<file path="src/rtl/sram_rw_pkg.sv">
// ----------------------------------------------------------------------------
// sram_rw_pkg
// Shared constants and types for the sram_rw_cell array.
//   SRAM_RW_DEPTH : default number of stored words (power of two, >= 2)
//   SRAM_RW_WIDTH : default bits per word
//   sense_state_e : sense-amplifier phase (PRECHARGE = idle, EVALUATE = result)
// ----------------------------------------------------------------------------
package sram_rw_pkg;

    localparam int SRAM_RW_DEPTH = 16;
    localparam int SRAM_RW_WIDTH = 1;

    typedef enum logic {
        PRECHARGE = 1'b0,
        EVALUATE  = 1'b1
    } sense_state_e;

endpackage : sram_rw_pkg

</file>
<file path="src/rtl/sram_rw_sense.sv">
// ----------------------------------------------------------------------------
// sram_rw_sense
// Registered complementary sense stage. Captures a data word on an evaluate
// strobe and presents it as a true/complement pair; during precharge both
// rails are driven low and valid is low.
// Ports:
//   clk      in   sole clock, rising edge
//   reset    in   synchronous active-high reset (forces PRECHARGE)
//   i_eval   in   1 = evaluate i_data this edge, 0 = precharge
//   i_data   in   WIDTH  word to be sensed
//   o_out    out  WIDTH  complement rail (~data when valid, else 0)
//   o_out_b  out  WIDTH  true rail (data when valid, else 0)
//   o_valid  out  1 when the rails carry an evaluated result
// ----------------------------------------------------------------------------
module sram_rw_sense
    import sram_rw_pkg::*;
#(
    parameter int WIDTH = SRAM_RW_WIDTH
) (
    input  logic             clk,
    input  logic             reset,
    input  logic             i_eval,
    input  logic [WIDTH-1:0] i_data,
    output logic [WIDTH-1:0] o_out,
    output logic [WIDTH-1:0] o_out_b,
    output logic             o_valid
);

    sense_state_e     r_state;
    sense_state_e     w_state_nxt;
    logic [WIDTH-1:0] r_data;

    // State and data register.
    // NOTE: sequential state uses non-blocking (<=) so every flop samples the
    // pre-edge value of its inputs; blocking here would create order races.
    always_ff @(posedge clk) begin
        if (reset) begin
            r_state <= PRECHARGE;
            r_data  <= '0;
        end else begin
            r_state <= w_state_nxt;
            if (i_eval) begin
                r_data <= i_data;
            end
        end
    end

    // Next-state logic.
    // NOTE: every always_comb output gets a default first so no path leaves
    // it unassigned, which would otherwise infer a latch.
    always_comb begin
        w_state_nxt = PRECHARGE;
        if (i_eval) begin
            w_state_nxt = EVALUATE;
        end
    end

    // Output decode purely from registered state: the rails are zero in
    // PRECHARGE and exact complements in EVALUATE by construction.
    always_comb begin
        o_out   = '0;
        o_out_b = '0;
        o_valid = 1'b0;
        if (r_state == EVALUATE) begin
            o_out   = ~r_data;
            o_out_b = r_data;
            o_valid = 1'b1;
        end
    end

endmodule : sram_rw_sense

</file>
<file path="src/rtl/sram_rw_cell.sv">
// ----------------------------------------------------------------------------
// sram_rw_cell
// DEPTH x WIDTH register-based SRAM model with a registered complementary
// sense output. Every wl=1 edge is an access (write with write-through when
// we=1, read otherwise); wl=0 edges precharge the outputs.
// Ports:
//   clk    in   sole clock, rising edge
//   reset  in   synchronous active-high reset, priority over wl/we
//   wl     in   word-line / access enable (0 = precharge cycle)
//   we     in   write enable, qualified by wl
//   addr   in   AW     word address
//   in     in   WIDTH  write data
//   out    out  WIDTH  complement-side sense output (registered)
//   out_b  out  WIDTH  true-side sense output (registered)
//   valid  out  1 when out/out_b carry an evaluated result
// Build option:
//   SRAM_RW_RESET_CLEAR_EN  when defined, reset also clears every cell to 0;
//                           otherwise reset leaves storage untouched.
// ----------------------------------------------------------------------------
module sram_rw_cell
    import sram_rw_pkg::*;
#(
    parameter int DEPTH = SRAM_RW_DEPTH,
    parameter int WIDTH = SRAM_RW_WIDTH,
    localparam int AW   = $clog2(DEPTH)
) (
    input  logic             clk,
    input  logic             reset,
    input  logic             wl,
    input  logic             we,
    input  logic [AW-1:0]    addr,
    input  logic [WIDTH-1:0] in,
    output logic [WIDTH-1:0] out,
    output logic [WIDTH-1:0] out_b,
    output logic             valid
);

    logic [WIDTH-1:0] r_mem [DEPTH];
    logic             w_wr_en;
    logic [WIDTH-1:0] w_rd_data;

    assign w_wr_en = wl & we;

    // Write-through: a write presents the incoming data rather than the old
    // cell contents, so the sensed word equals what the cell now holds.
    assign w_rd_data = w_wr_en ? in : r_mem[addr];

    // Storage array. An X on wl/we makes the if-condition false in
    // simulation, so no write fires and no cell is disturbed.
`ifdef SRAM_RW_RESET_CLEAR_EN
    always_ff @(posedge clk) begin
        if (reset) begin
            for (int i = 0; i < DEPTH; i++) begin
                r_mem[i] <= '0;
            end
        end else if (w_wr_en) begin
            r_mem[addr] <= in;
        end
    end
`else
    // NOTE: the memory array is deliberately not reset so it maps onto plain
    // storage; reset only blocks a write that coincides with it.
    always_ff @(posedge clk) begin
        if (!reset && w_wr_en) begin
            r_mem[addr] <= in;
        end
    end
`endif

    sram_rw_sense #(
        .WIDTH (WIDTH)
    ) u_sense (
        .clk     (clk),
        .reset   (reset),
        .i_eval  (wl),
        .i_data  (w_rd_data),
        .o_out   (out),
        .o_out_b (out_b),
        .o_valid (valid)
    );

endmodule : sram_rw_cell

</file>
<file path="config.mk">
export PLATFORM = sky130hd
export DESIGN_NAME = sram_rw_cell
export DESIGN_NICKNAME = d
export VERILOG_FILES = /design/src/rtl/sram_rw_pkg.sv /design/src/rtl/sram_rw_sense.sv /design/src/rtl/sram_rw_cell.sv
export SDC_FILE = /design/constraint.sdc
export NUM_CORES = 1
export LEC_CHECK = 0
export ABC_AREA = 1
export CORE_MARGIN = 8
export CORE_UTILIZATION = 45
export CTS_BUF_LIST = sky130_fd_sc_hd__clkbuf_16
export CTS_CLUSTER_SIZE = 12
export DETAILED_ROUTE_END_ITERATION = 8
export MAX_ROUTING_LAYER = met4
export PLACE_DENSITY = 0.67
export SLEW_MARGIN = 10
export SYNTH_ARGS = -nofsm -noshare
export SYNTH_HDL_FRONTEND = slang
export SYNTH_HIERARCHICAL = 1
export SYNTH_SLANG_ARGS = --single-unit
</file>
<file path="constraint.sdc">
create_clock -name clk -period 1.7 [get_ports clk]
set_clock_uncertainty 0.1 [all_clocks]
set_input_delay 0.34 -clock clk [delete_from_list [all_inputs] [get_ports clk]]
set_output_delay 0.34 -clock clk [all_outputs]
set_load 0.005 [all_outputs]
</file>
==> results of run 1 <==
[routing by layer]
layer | part of all wire [%] | routed length [um]
met1 | 44 | 758
met2 | 48 | 832
met3 | 6.6 | 114
met4 | 0.99 | 17
met5 | 0 | 0
[Yosys cell counts]
cell      count  share of area [%]
inv_2         1               0.42
inv_4         1               0.71
dfxtp_1       2                4.5
nand2_1      37                 16
buf_6         2                2.5
inv_1        10                4.2
nor2_2        1               0.71
nor2_1       27                 11
edfxtp_1     16                 54
o21ai_1       1               0.56
nand3_1       9                5.1
[sequential cells by signal (all words and copies together), names as in the netlist]
signal	cells
u_sense/r_state	1
u_sense/r_data	1
r_mem	16
[power by group through the flow]
stage / sequential [W] / combinational [W] / clock [W]
global placement: 0.000499 / 0.000105 / 0
global route: 0.000491 / 0.000120 / 0.000479
floorplan: 0.000499 / 0.0000529 / 0
detailed placement: 0.000499 / 0.000106 / 0
CTS: 0.000491 / 0.000107 / 0.000462
finish: 0.000491 / 0.000108 / 0.000454
[worst max-delay path by stage]
stage          depth (start not counted)             end            from
2_1_floorplan                         12  u_sense/r_data         addr[1]
3_3_place_gp                          12  u_sense/r_data         addr[0]
3_5_place_dp                          12  u_sense/r_data         addr[0]
4_1_cts                                3           out_b  u_sense/r_data
5_1_grt                               12  u_sense/r_data         addr[1]
6_report                               3           out_b  u_sense/r_data
[area by class of cell]
class,count,area (um^2)
clock buffers,3,75.07
clock inverters,1,3.754
fillers,170,742.0
inverters,12,50.05
multi-input cells,75,299.0
flip-flops and latches,18,523.0
well taps,27,33.78
repair buffers,19,175.2
[kinds of logic (layout without fill, tap and decap cells)]
logic type      after synthesis  in the layout
compound gates                1              1
buf+inv                      14             35
flops                        18             18
simple gates                 74             74
[worst max-delay path, cell delays in order (launching register included)]
cell	delay (ns)
dfxtp_2	0.34
nand2_1	0.05
inv_1	0.04
clkdlybuf4s50_1	0.49
[metrics by stage]
step	setup TNS [ns]	setup slack, ns	total power, W	hold WS (ns)
3_3_place_gp	-2.199	-0.1456	0.0006041	0.4029
6_report	0	0.1022	0.001054	0.4011
4_1_cts	0	0.05600	0.001059	0.4380
2_1_floorplan	0	0.4635	0.0005517	0.3112
5_1_grt	0	0.009554	0.001090	0.4156
3_5_place_dp	-2.253	-0.1675	0.0006057	0.4254
==> impl_metrics.tcl, run 1 <==
set metrics [dict create \
    status "complete, no violations" \
    wire_per_inst_um 11.11 \
    synthToLayoutAreaGrowth_pct 30.75 \
    cp.required_ns 1.26 \
    yosys_warnings 6 \
    tightest_slew_ns 0.2286 \
    min-delay-start "u_sense/r_data" \
    yosysUniqueCellTypes 11 \
    synthCells 107 \
    reg2reg_depth 12 \
    start_util_pct 46.64 \
    whs_path_depth 2 \
    synth_compound_area_share_pct 0.5642 \
    die_area_um2 3648 \
    pin_count 12 \
    fin_area_um2 1160 \
    post_cts_resized 1 \
    htree_levels 1 \
    grt-busiest-layer "met2" \
    finalSetupViolCount 0 \
    p_int_w 0.0008504 \
    cts_setup_buffers 0 \
    post-route-period-util_pct 93.99 \
    finalCriticalPeriod_ns 1.598 \
    grtUsageMet2_pct 16.31 \
    cts_buffer_depth 2 \
    power_density_nw_per_um2 908.7 \
    mostFrequentLayoutCells "nand2_1, nor2_1, edfxtp_1" \
    netlist_area_um2 887.1 \
    slew_headroom_pct 84.71 \
    gp_congestion 0.8288 \
    synth_fa_ha_area_share_pct 0 \
    r2r_slack_ns 0.44 \
    slew_violations 0 \
    post-route-util_pct 60.99 \
    final_common_cell "nand2_1" \
    drtAntennaViolNets 0 \
    dp_cells 151 \
    io_buffers 11 \
    grt_max_degree 17 \
    ys_seq_area_share_pct 58.67 \
    hpwl_mm 1.303 \
    wirelength_mm 1.722 \
    dr.pass1.iters 4 \
    reg2reg_to "u_sense/r_data" \
    first_iter_violations 17 \
    core_um2 1902 \
    grt_pass1_wl_mm 2.635 \
    max_freq_mhz 625.9 \
    p_sw_share_pct 19.32 \
    synth-xor-area-share_pct 0 \
    hold_viol_final 0 \
    p_sw_w 0.0002036 \
    cts_sinks 18 \
    irDropWorstVdd_uv 639.5 \
    synth_top_family_by_area "simple AND/OR/NAND/NOR gates" \
    crit_type "flop to primary output" \
    combinationalPowerShare_pct 10.3 \
    rsz0062_at_grt "false" \
    diodes 0 \
    cap_violations 0 \
    fin_nets 138 \
    grt_util_all_layers_pct 10.19 \
    synthSimpleGateAreaFrac_pct 32.86 \
    avgSynthCellArea_um2 8.291 \
    rows 16 \
    dieWidth_um 60.40 \
    r2r-start "r_mem[3]" \
    start_kind "flop" \
    drc 0 \
    hold_end "u_sense/r_data" \
    cp.arrival_ns 1.16 \
    stdcell_count 155 \
    grtUsageMet3_pct 2.754 \
    cp-end-kind "primary output" \
    cts_inserted_buffers 3 \
    clk_latency_ns 0.24 \
    hp-class "flop to flop" \
    cp_max_fo 3 \
    global_route.usage.met1_pct 11.43 \
    grt_pass1_vias 629 \
    synth_seq_cells 18 \
    p_leak_nw 0.5116 \
    cts-root-buf "clkbuf_16" \
    syn_nets 116 \
    fp.dieH_um 60.40 \
    vias 707 \
    synthMuxAreaShare_pct 0 \
    antenna_found_initial 0 \
    path_clk_slew_ns 0.05 \
    grt_overflow_total 0 \
    cts_tree "yes" \
    placed_cell_area_um2 1069 \
    power_frac_seq_pct 46.6 \
    drive_gt1_share_pct 13.28 \
    ctsHoldBuffers 0 \
    power.share.clock_pct 43.1 \
    viasPerCell 4.561 \
]
No activity file was read; power rests on OpenSTA's default activity.
==> run 2, diff against run 1 <==
SLEW_MARGIN = 20   (was 10)
==> results of run 2 <==
Same layout as run 1: the final DEF is identical, and so are final timing and power.
